===== src/rtl/plab2_proc_pipe_ctrl_scoreboard.sv =====
// N-stage pipeline control: per-stage valid/stall/squash sequencing plus a
// destination-register scoreboard that picks bypass or stall for decode operands.
module plab2_proc_pipe_ctrl_scoreboard #(
    parameter int p_nstages = 5,
    parameter int p_dstage  = 1,
    parameter int p_aw      = 5
) (
    input  logic                 clk,
    input  logic                 reset,
    input  logic                 in_val,
    output logic                 in_rdy,
    output logic                 in_drop,
    input  logic [p_nstages-1:0] stall_req,
    input  logic [p_nstages-1:0] squash_req,
    input  logic [p_nstages-1:0] byp_ok,
    input  logic                 d_rs_en,
    input  logic                 d_rt_en,
    input  logic [p_aw-1:0]      d_rs,
    input  logic [p_aw-1:0]      d_rt,
    input  logic                 d_rf_wen,
    input  logic [p_aw-1:0]      d_rf_waddr,
    output logic [p_nstages-1:0] val,
    output logic [p_nstages-1:0] go,
    output logic [p_nstages-1:0] reg_en,
    output logic [p_nstages-1:0] rs_byp_sel,
    output logic [p_nstages-1:0] rt_byp_sel,
    output logic                 stall_hazard,
    output logic                 wb_wen,
    output logic [p_aw-1:0]      wb_waddr
);

    localparam int N = p_nstages;
    localparam int D = p_dstage;

    // Destination tags exist only for stages past decode.
    logic [N-1:D+1]  wen_tag;
    logic [p_aw-1:0] waddr_tag [D+1:N-1];
    logic [N-1:D+1]  live;

    logic [N-1:0] lstall;
    logic [N:0]   ostall;
    logic [N-1:0] sq_in;
    logic         rs_haz;
    logic         rt_haz;

    // Stage 0 never squashes anyone and stages up to decode are never bypass sources.
    logic unused_ok;
    assign unused_ok = &{1'b0, squash_req[0], byp_ok[D:0]};

    // Youngest matching producer wins; a not-ready youngest match shadows ready older ones.
    function automatic logic [N:0] byp_lookup(input logic en, input logic [p_aw-1:0] src);
        logic [N-1:0] sel;
        logic         haz;
        logic         hit;
        sel = '0;
        haz = 1'b0;
        hit = 1'b0;
        for (int i = D + 1; i < N; i++) begin
            if (!hit && en && live[i] && (waddr_tag[i] == src)) begin
                hit = 1'b1;
                if (byp_ok[i]) sel[i] = 1'b1;
                else           haz    = 1'b1;
            end
        end
        return {haz, sel};
    endfunction

    always_comb begin
        for (int i = D + 1; i < N; i++) begin
            live[i] = val[i] & wen_tag[i] & (waddr_tag[i] != '0);
        end
    end

    always_comb begin
        {rs_haz, rs_byp_sel} = byp_lookup(d_rs_en & val[D], d_rs);
        {rt_haz, rt_byp_sel} = byp_lookup(d_rt_en & val[D], d_rt);
        stall_hazard         = rs_haz | rt_haz;
    end

    always_comb begin
        ostall[N]  = 1'b0;
        sq_in[N-1] = 1'b0;
        for (int i = N - 1; i >= 0; i--) begin
            lstall[i] = val[i] & (stall_req[i] | ((i == D) ? stall_hazard : 1'b0));
            ostall[i] = lstall[i] | ostall[i+1];
        end
        for (int i = N - 2; i >= 0; i--) begin
            sq_in[i] = sq_in[i+1] | (val[i+1] & squash_req[i+1]);
        end
        for (int i = 0; i < N; i++) begin
            go[i]     = val[i] & ~ostall[i] & ~sq_in[i];
            reg_en[i] = ~ostall[i];
        end
        in_rdy   = ~ostall[0];
        in_drop  = sq_in[0];
        wb_wen   = live[N-1] & ~ostall[N-1];
        wb_waddr = waddr_tag[N-1];
    end

    // A squashed stage becomes a bubble even if it was stalled.
    always_ff @(posedge clk or posedge reset) begin
        if (reset) begin
            val     <= '0;
            wen_tag <= '0;
        end else begin
            for (int i = 0; i < N; i++) begin
                if (sq_in[i])        val[i] <= 1'b0;
                else if (!ostall[i]) val[i] <= (i == 0) ? in_val : go[(i == 0) ? 0 : i - 1];
            end
            if (reg_en[D+1]) wen_tag[D+1] <= d_rf_wen & go[D];
            for (int i = D + 2; i < N; i++) begin
                if (reg_en[i]) wen_tag[i] <= wen_tag[i-1];
            end
        end
    end

    always_ff @(posedge clk) begin
        if (reg_en[D+1]) waddr_tag[D+1] <= d_rf_waddr;
        for (int i = D + 2; i < N; i++) begin
            if (reg_en[i]) waddr_tag[i] <= waddr_tag[i-1];
        end
    end

endmodule


===== config.mk =====
export PLATFORM = sky130hd
export DESIGN_NAME = plab2_proc_pipe_ctrl_scoreboard
export DESIGN_NICKNAME = d
export VERILOG_FILES = /design/src/rtl/plab2_proc_pipe_ctrl_scoreboard.sv
export SDC_FILE = /design/constraint.sdc
export NUM_CORES = 1
export LEC_CHECK = 0
export ABC_AREA = 1
export BUFFER_PORTS_ARGS = -buffer_cell sky130_fd_sc_hd__buf_2
export CAP_MARGIN = 40
export CORE_AREA = 10 10 79 81
export DETAILED_ROUTE_END_ITERATION = 8
export DIE_AREA = 0 0 89 91
export GPL_ROUTABILITY_DRIVEN = 0
export GPL_TIMING_DRIVEN = 0
export PLACE_DENSITY_LB_ADDON = 0.25
export SYNTH_ARGS = -nofsm -noshare
export SYNTH_HDL_FRONTEND = slang
export SYNTH_SLANG_ARGS = --single-unit

===== constraint.sdc =====
create_clock -name clk -period 3 [get_ports clk]
set_input_delay 0.6 -clock clk [delete_from_list [all_inputs] [get_ports clk]]
set_output_delay 0.6 -clock clk [all_outputs]
set_load 0.03 [all_outputs]

After elaboration in Yosys (flattened, before gate mapping):

Memories as Yosys holds them, arrays and structs flattened.
Index checks and enable logic that the tools add are counted.

* register bits: 8
* RAM bits: 15
* memories: 1
* input port bits: 36

* bitwise operators: 46
* equality and inequality tests: 10
* reductions and logical operators: 23
* multiplexer cells: 35

Memories
* waddr_tag: words 3, bits a word 5, read ports 3, clocked after memory_dff 0, write ports 3, line 37 `logic [p_aw-1:0] waddr_tag [D+1:N-1];`

Operators by type and width (count)
* $mux W1: 35
* $eq A5 B5 Y1: 6
* $and A1 B1 Y1: 28
* $logic_and A1 B1 Y1: 16
* $reduce_bool A5 Y1: 3
* $not A1 Y1: 9
* $or A1 B1 Y1: 9
* $ne A2 B1 Y1 const B: 3
* $logic_not A1 Y1: 4
* $ne A2 B2 Y1 const B: 1

Depth between registers and ports, before layout:

Gate-level depths: netlist of the first run.
An unclocked memory read counts as a cell.

* depth after elaboration: 26
* gate-level depth with buffers: 16
* depth with buffers taken out: 16

Worst setup path after synthesis of the first run:

OpenSTA, ideal clock, no wires.

* path type: input port to output port
* start point: input stall_req[4]
* end point: output go[2]
* cell stages on the path: 5
* data required time: 2400 ps
* arrival time: 3121 ps
* buffers on the path: 0
* path slack: -721 ps
* path through: nand2_1 o21ai_1 a21oi_1 inv_1 nor3_1

* longest elaborated chain between the ends: 6

Ends and longest elaborated chain
* from (decl): line 13 `input logic [p_nstages-1:0] stall_req,`
* $and A1 B1 Y1: line 84 `lstall[i] = val[i] & (stall_req[i] | ((i == D) ? stall_hazard : 1'b0));`
* $or A1 B1 Y1 (2 in series): line 85 `ostall[i] = lstall[i] | ostall[i+1];`
* $not A1 Y1
* via reg_en[2]: line 24 `output logic [p_nstages-1:0] reg_en,`
* $and A1 B1 Y1 (2 in series): line 91 `go[i] = val[i] & ~ostall[i] & ~sq_in[i];`
* to (decl): line 23 `output logic [p_nstages-1:0] go,`

The timed path passes the listed nets, and every way through them passes these cells.

==> results of run 1 <==
[what timing repair did]
action                     CTS  global route
buffers inserted             0             9
setup endpoints to repair    0             5
resized for setup            0            15
[worst max-delay path, delay by kind of cell (launching register included)]
| family | cells | cell delay [ns] |
|---|---|---|
| and+or+nand+nor | 12 | 1.02 |
| buffers and inverters | 4 | 0.49 |
| DFF | 1 | 0.45 |
[registers in the layout, summed over array words and instances (netlist names)]
register,count
val,5
wen_tag,3
waddr_tag,15
[final cells by class]
cell class | instances | area (sq um)
inverters | 49 | 184
repair buffers | 71 | 378
multi-input cells | 191 | 942
clock inverters | 1 | 5.00
fillers | 477 | 2350
flip-flops and latches | 23 | 653
plain buffers | 5 | 37.5
clock buffers | 3 | 41.3
well taps | 54 | 67.6
[through the flow]
stage / hold slack [ns] / setup slack [ns] / total power (W) / std cells / cell area [sq um]
finish: 0.277 / 0.150 / 0.00193 / 397 / 2310
global route: 0.306 / -0.000572 / 0.00209 / 397 / 2310
CTS: 0.287 / 0.0209 / 0.00186 / 388 / 2200
detailed placement: 0.497 / 0.0965 / 0.00168 / 384 / 2160
global placement: 0.492 / 0.0941 / 0.00167 / 384 / 2160
floorplan: 0.416 / 0.0775 / 0.00138 / 268 / 1780
[where the power goes]
part           leakage (nW)  total [W]  internal, W  switching, W
Clock                0.0255   0.000182    0.0000924     0.0000900
Combinational          1.01    0.00108     0.000367      0.000714
Sequential            0.259   0.000665     0.000501      0.000164
Total                  1.30    0.00193     0.000960      0.000968
[routing by layer]
| layer | track usage [%] | share of wire (%) | vias up |
|---|---|---|---|
| li1 | - | - | 972 |
| met1 | 14.8 | 44 | 811 |
| met2 | 21.7 | 49 | 57 |
| met3 | 2.86 | 6.0 | 2 |
| met4 | 1.99 | 0.38 | 0 |
| met5 | 0 | 0 | - |
[synth_stat cells, drive strengths merged (5+ instances only)]
master,n
a21oi,6
buf,5
dfrtp,8
edfxtp,15
inv,47
nand2,84
nand3,18
nand4,5
nor2,44
nor3,7
o21ai,13
xnor2,5
[kinds of logic (layout without fill, tap and decap cells)]
group           Yosys count  count (layout)  synth area share, %
xor+xnor                  7               7                 3.50
mux                       1               1                0.643
simple gates            159             159                 39.7
buf+inv                  54             129                 12.7
compound gates           20              20                 6.08
flops                    23              23                 37.2
other cells               1               4                0.214
[worst max path at each step]
stage | from | to | slack, ns | depth (start not counted)
after floorplan | stall_req[4] | reg_en[0] | 0.08 | 6
after global placement | d_rt[1] | reg_en[0] | 0.09 | 16
after detailed placement | d_rt[1] | reg_en[0] | 0.1 | 16
after CTS | waddr_tag[2][4]$_DFFE_PP_ | reg_en[0] | 0.02 | 14
after global routing | waddr_tag[3][0]$_DFFE_PP_ | reg_en[0] | -0.0006 | 16
final | waddr_tag[3][0]$_DFFE_PP_ | reg_en[0] | 0.15 | 16
==> flow_summary_export.csv, run 1 <==
group,metric,value,unit
run_status,status,"completed",
sta,max_freq,351,MHz
place,numPortBuffers,62,
route,wl_per_cell,12.7,um
synth,synth_top_area_share,25.7,%
route,first_pass_iters,4,
setup_path,r2r_start,"waddr_tag[3][0]$_DFFE_PP_",
cts,htreeDepth,1,
setup_path,crit_slowest_cell,"edfxtp_1",
cts,cts_tree,"yes",
synth,ys_seq_area_share,37.2,%
sta,tns,0,ns
sta,setup_viol,0,
synth,synthArstFlopShare,34.8,%
global_routing,grt_pass1_wl,8.30,mm
pwr,peakVddDrop,0.726,mV
cells_and_area,layout-drive-gt1-share,34.1,%
floorplanning,initial_core_util,37.6,%
floorplanning,ios,70,
cells_and_area,fin_util,49.5,%
sta,fin_crit,2.85,ns
synth,synth_cells,265,
synth,synth.area.top_cells,"edfxtp_1 (26%), nand2_1 (16%), dfrtp_1 (11%), nor2_1 (8.8%), inv_1 (8.6%)",
route,drc,0,
floorplanning,fp.dieW,89,um
setup_path,end_kind,"output port",
setup_path,arrival,2.25,ns
setup_path,path_cells,"buf_4, nand2_1, nand2_1, nor2_1, nand3_1, nor2_1, nor2_1, nand2_2, nand2_1, nand2_2, nand3_2, nand2_4, nand3_4, inv_2, buf_4, clkbuf_4",
sta,fin_worst_skew,0.00892,ns
route,num_vias,1842,
synth,synth_flop_cell,"edfxtp_1",
floorplanning,core,4660,sq um
synth,synth_edf_count,15,
synth,ys_types,26,
cells_and_area,mostFrequentLayoutCell,"nand2_1",
pwr,p_per_area,835,nW/um^2
route,viasPerCell,4.64,
cts,clk_pin_slew,0.08,ns
route,ant_nets,0,
setup_path,r2r_cells,15,
setup_path,timing.rr.end,"val[0]$_DFFE_PP0P_",
global_routing,grt_pass1_vias,1810,
sta,slew_viol_final,0,
min_path,hold_path.class,"input port to asynchronous set/reset pin",
cts,root_buffer,"clkbuf_8",
synth,syn_area,1750,sq um
synth,avgSynthCellArea,6.61,sq um
route,wl,5.03,mm
cts,numCtsBuffers,3,
floorplanning,fp-row-count,25,
cts,ctsHoldBuffers,0,
flow_run,cap_violations,0,
cells_and_area,mostFrequentLayoutCells,"nand2_1 (75), buf_2 (62), nor2_1 (40), inv_1 (37), edfxtp_1 (15)",
setup_path,reg2reg_slack,1.08,ns
global_routing,antenna_found_initial,0,
global_routing,grt_max_degree,14,
cts,clockBufferDepth,2,
floorplanning,die_y,91,um
setup_path,critPathRequiredTime,2.40,ns
route,initialDrtViolationCount,116,
cts,cts.sinks,23,
place,dp_hpwl,4.21,mm
sta,finalHoldViolCount,0,
sta,period_share,95.0,%
setup_path,slowest_delay,0.45,ns
floorplanning,dieArea,8100,sq um
global_routing,gr-usage-all-layers,12.3,%
global_routing,overflow,0,
cells_and_area,diodes,0,
synth,yosysWarnings,0,
setup_path,startpoint_type,"register",
setup_path,cp_max_fo,4,
cells_and_area,syn2layout_area_growth,31.9,%
synth,synth.largest_area_cell,"edfxtp_1",
setup_path,critPathKind,"register to output port",
pwr,p_leak,1.30,nW
cts,clock_latency,0.26,ns
synth,ys_seq_elements,23,
cells_and_area,fin_nets,380,
(Power assumes the default switching activity.)
==> run 2: changes to the inputs <==
Settings changed: CORE_AREA 10 10 79 81 to 10 10 87 74, DIE_AREA 0 0 89 91 to 0 0 97 84.
Clock period 3 ns to 2.7 ns, I/O delays scaled along.
==> flow_summary_export.csv, run 2 (synthesis gave the netlist of run 1 again) <==
group,metric,value,unit
pwr,p_per_area,922,nW/um^2
flow_run,cap_violations,0,
setup_path,critPathKind,"register to output port",
global_routing,grtUsageMet3,3.23,%
pwr,p_leak,1.38,nW
setup_path,critPathCapture,"go[1]",
min_path,hold_path.class,"input port to asynchronous set/reset pin",
setup_path,path_cells,"buf_6, nand2_1, o21ai_1, nor2_1, nand3_1, nor2_2, nor2_1, nand2_2, nand2_2, nand2_2, nand3_2, nand2_4, nand2_4, nor3_2, buf_4",
route,wl,5.17,mm
setup_path,crit_slowest_cell,"edfxtp_1",
setup_path,r2r_cells,15,
setup_path,startpoint_type,"register",
floorplanning,initial_core_util,36.4,%
cts,cts.sinks,23,
sta,fin_worst_skew,0.00510,ns
cells_and_area,syn2layout_area_growth,43.4,%
pwr,peakVddDrop,0.656,mV
cells_and_area,layout-drive-gt1-share,39.2,%
cts,ctsHoldBuffers,0,
route,viasPerCell,4.50,
setup_path,cp_max_fo,7,
sta,max_freq,378,MHz
global_routing,gr-usage-all-layers,12.1,%
global_routing,antenna_found_initial,0,
sta,period_share,98.0,%
cells_and_area,largest-register,"waddr_tag",
global_routing,grt_pass1_vias,1929,
floorplanning,core,4810,sq um
route,wl_per_cell,12.3,um
cells_and_area,seqCellArea,652,sq um
floorplanning,fp.dieW,97,um
cells_and_area,final_cells,422,
cts,clock_latency,0.26,ns
cts,clockBufferDepth,2,
cts,htreeDepth,1,
setup_path,critPathRequiredTime,2.16,ns
setup_path,cp_common_cell,"nand2_2",
cells_and_area,mostFrequentLayoutCells,"nand2_1 (70), buf_2 (56), nor2_1 (37), inv_1 (36), buf_4 (31)",
cells_and_area,nFillCells,485,
cells_and_area,reg_top3,"waddr_tag (15), val (5), wen_tag (3)",
cells_and_area,diodes,0,
cells_and_area,largest_reg_flops,15,
sta,slew_viol_final,0,
cts,cts_tree,"yes",
place,post-place-ws,-0.0333,ns
run_status,status,"completed",
global_routing,busiest_layer,"met2",
cells_and_area,multi_input_area,970,sq um
setup_path,reg2reg_slack,0.71,ns
cells_and_area,mostFrequentLayoutCell,"nand2_1",
sta,setup_ws,0.0535,ns
global_routing,use_met2,20.3,%
setup_path,timing.rr.end,"wen_tag[2]$_DFFE_PP0P_",
place,dp_cells,392,
cts,clk_pin_slew,0.08,ns
route,initialDrtViolationCount,76,
sta,finalHoldViolCount,0,
route,ant_nets,0,
global_routing,overflow,0,
floorplanning,die_y,84,um
route,first_pass_iters,4,
place,numPortBuffers,62,
floorplanning,ios,70,
route,drc,0,
sta,setup_viol,0,
setup_path,r2r_start,"waddr_tag[2][3]$_DFFE_PP_",
sta,rsz0062_at_grt,"yes",
sta,fin_crit,2.65,ns
setup_path,cp-startpoint,"waddr_tag[2][3]$_DFFE_PP_",
setup_path,end_kind,"output port",
cells_and_area,fin_nets,397,
floorplanning,dieArea,8150,sq um
setup_path,arrival,2.11,ns
floorplanning,fp-row-count,23,
global_routing,grt_max_degree,13,
route,num_vias,1901,
global_routing,grtUsageMet1,15.0,%
cts,root_buffer,"clkbuf_8",
cts,numCtsBuffers,3,
global_routing,grt_pass1_wl,8.61,mm
place,dp_hpwl,4.21,mm
setup_path,slowest_delay,0.43,ns
==> run 2: cell count changes in the layout (fill, tap and decap cells not counted), moves of 5 or more <==
cell,change
o21ai_1,+5
buf_4,+18
nand2_1,-5
buf_2,-6
nand2_2,+5
o21ai_0,-5
==> run 2: area by class of cell <==
type	count	area share, %
buffer	4	1.20
clock buffer	4	1.79
inverter	49	7.33
multi-input combinational	191	38.6
sequential	23	26.0
tap	62	3.09
timing repair buffer	89	22.0
==> run 2: through the flow <==
stage | cell area, sq um | util, % | total power (W) | hold slack [ns] | setup TNS, ns
final | 2510 | 52.2 | 0.00231 | 0.209 | 0
after global routing | 2510 | 52.2 | 0.00251 | 0.236 | -0.522
after CTS | 2360 | 49.2 | 0.00219 | 0.217 | 0
after detailed placement | 2170 | 45.1 | 0.00187 | 0.499 | -0.0333
after global placement | 2170 | 45.1 | 0.00186 | 0.492 | -0.0182
after floorplan | 1780 | - | 0.00154 | 0.356 | 0
==> run 2: power breakdown <==
| part | internal (W) | total (W) | switching [W] |
|---|---|---|---|
| clock | 0.000105 | 0.000205 | 0.000100 |
| combinational | 0.000533 | 0.00138 | 0.000842 |
| sequential | 0.000556 | 0.000733 | 0.000177 |
| total | 0.00119 | 0.00231 | 0.00112 |
==> run 2: repair_timing <==
action	in CTS	in global routing
buffers inserted	14	13
pin swaps	10	9
gates resized for setup	17	18
endpoints found under the setup margin	5	7
==> run 2: worst min-delay path by stage <==
stage | start | end | slack (ns) | cells past startpoint
final | reset | val[2]$_DFFE_PP0P_ | 0.21 | 2
after global routing | reset | val[2]$_DFFE_PP0P_ | 0.24 | 2
after CTS | reset | val[4]$_DFFE_PP0N_ | 0.22 | 2
after detailed placement | reset | val[4]$_DFFE_PP0N_ | 0.50 | 2
after global placement | wen_tag[4]$_DFFE_PP0N_ | wen_tag[4]$_DFFE_PP0N_ | 0.49 | 1
after floorplan | reset | val[0]$_DFFE_PP0P_ | 0.36 | 1
==> run 2: worst max-delay path: cells and delay by family, from the launching register on <==
kind | cells | cell delay (ns)
buf+inv | 2 | 0.35
simple gates | 12 | 1.03
compound gates | 1 | 0.05
flops | 1 | 0.43
==> run 2: metal layers <==
metal	wire, um	part of all wire, %
met1	2350	45
met2	2380	46
met3	390	7.5
met4	53	1.0
met5	0	0
==> run 3: changes to the inputs <==
Settings changed: GPL_TIMING_DRIVEN 0 to unset.
==> flow_summary_export.csv, run 3 (synthesis gave the netlist of run 1 again) <==
group,metric,value,unit
place,numPortBuffers,62,
setup_path,cp_common_cell,"nand2_1",
floorplanning,initial_core_util,36.4,%
sta,max_freq,371,MHz
pwr,total_power,0.00228,W
sta,holdWs,0.218,ns
cts,clock_latency,0.26,ns
cts,root_buffer,"clkbuf_8",
place,post-place-ws,0.0439,ns
setup_path,arrival,2.16,ns
cells_and_area,mostFrequentLayoutCell,"nand2_1",
sta,fin_worst_skew,0.00116,ns
route,viasPerCell,4.61,
setup_path,cp_max_fo,5,
cells_and_area,nFillCells,480,
route,initialDrtViolationCount,84,
cells_and_area,multi_input_area,1000,sq um
sta,fin_crit,2.70,ns
cts,htreeDepth,1,
route,wl,5.26,mm
sta,worst_slew_pin_slew,0.497,ns
route,wl_per_cell,12.8,um
cts,cts.sinks,23,
sta,finalHoldViolCount,0,
cells_and_area,largest_reg_flops,15,
cells_and_area,diodes,0,
min_path,hold_path.class,"input port to asynchronous set/reset pin",
cells_and_area,seqCellArea,652,sq um
sta,slew-limit-headroom,66.7,%
floorplanning,core,4810,sq um
global_routing,grt_pass1_vias,1871,
pwr,peakVddDrop,0.629,mV
sta,slew_viol_final,0,
cts,ctsHoldBuffers,0,
sta,rsz0062_at_grt,"yes",
cells_and_area,syn2layout_area_growth,40.3,%
place,dpl_cell_area,2170,sq um
cells_and_area,fin_nets,386,
cts,clockBufferDepth,2,
run_status,status,"completed",
sta,setup_viol,0,
setup_path,crit_slowest_cell,"edfxtp_1",
global_routing,grt_pass1_wl,8.27,mm
cells_and_area,layout-drive-gt1-share,41.3,%
cts,clk_pin_slew,0.08,ns
route,num_vias,1894,
setup_path,critPathKind,"register to output port",
global_routing,antenna_found_initial,0,
route,drc,0,
floorplanning,ios,70,
setup_path,critPathRequiredTime,2.16,ns
setup_path,path_cells,"inv_2, nand2_2, nand2_1, nor2_2, nand3_2, nor2_2, nor2_1, nand2_1, nand2_1, nand2_2, nand3_2, nand2_4, nand2_4, nor3_2, buf_4",
setup_path,r2r_cells,16,
sta,setup_ws,0.00121,ns
flow_run,cap_violations,0,
setup_path,startpoint_type,"register",
cells_and_area,largest-register,"waddr_tag",
pwr,p_per_area,929,nW/um^2
cells_and_area,mostFrequentLayoutCells,"nand2_1 (67), buf_2 (57), inv_1 (35), nor2_1 (32), buf_4 (20)",
setup_path,slowest_delay,0.50,ns
place,dp_hpwl,4.34,mm
cts,numCtsBuffers,3,
setup_path,end_kind,"output port",
global_routing,overflow,0,
sta,period_share,100,%
route,ant_nets,0,
route,first_pass_iters,4,
cts,cts_tree,"yes",
global_routing,grt_max_degree,15,
cells_and_area,reg_top3,"waddr_tag (15), val (5), wen_tag (3)",
pwr,p_leak,1.33,nW
cells_and_area,final_cells,411,
floorplanning,fp-row-count,23,
floorplanning,die_y,84,um
place,dp_cells,392,
floorplanning,dieArea,8150,sq um
global_routing,gr-usage-all-layers,11.6,%
cells_and_area,stdcell_area,2460,sq um
floorplanning,fp.dieW,97,um
-- run 3: cell count changes in the layout (fill, tap and decap cells not counted), sizes merged --
cell      change
buf           -9
clkbuf        -3
clkinvlp      +1
-- run 3: area by class of cell --
type,count,area share [%]
clock buffer,3,1.68
timing repair buffer,82,20.0
clock inverter,1,0.306
sequential,23,26.5
tap,62,3.16
inverter,49,7.59
multi-input combinational,191,40.7
-- run 3: where the power goes --
group | switching [W] | total, W | internal (W)
clock | 0.000105 | 0.000209 | 0.000104
combinational | 0.000853 | 0.00134 | 0.000490
sequential | 0.000175 | 0.000730 | 0.000555
total | 0.00113 | 0.00228 | 0.00115
-- run 3: through the flow --
stage	util [%]	TNS, ns
detailed placement	45.1	0
floorplan	-	0
finish	51.1	0
global placement	45.1	0
global route	51.1	-0.539
CTS	46.8	0
-- run 3: layer usage --
| metal | up-vias | track usage [%] | share of wire, % |
|---|---|---|---|
| li1 | 988 | - | - |
| met1 | 851 | 14.0 | 46 |
| met2 | 55 | 20.1 | 47 |
| met3 | 0 | 3.56 | 7.0 |
| met4 | 0 | 1.47 | 0 |
| met5 | - | 0 | 0 |
-- run 3: repair_timing --
item	4_1_cts	5_1_grt
gates resized for setup	4	47
hold endpoints to repair	0	0
buffers inserted	3	12
setup endpoints to repair	5	5
pin swaps	0	15
-- run 3: path summary, 6_finish.rpt --
| check | slack [ns] | end | from |
|---|---|---|---|
| hold reg to reg | 0.51 | wen_tag[4]$_DFFE_PP0N_ | wen_tag[4]$_DFFE_PP0N_ |
| max in group asynchronous | 2.22 | val[1]$_DFFE_PP0P_ | reset |
| min in group clk | 0.45 | waddr_tag[2][2]$_DFFE_PP_ | d_rf_waddr[2] |
| hold / removal | 0.22 | val[4]$_DFFE_PP0N_ | reset |
| setup / recovery | 0.001 | go[1] | waddr_tag[2][0]$_DFFE_PP_ |
| setup reg to reg | 0.69 | val[0]$_DFFE_PP0P_ | waddr_tag[2][0]$_DFFE_PP_ |
-- run 3: critical path: cells and delay by family (launching register included) --
kind	cells	cell delay, ns
buffers and inverters	2	0.26
AND/OR/NAND/NOR	13	1.12
flip-flops	1	0.50
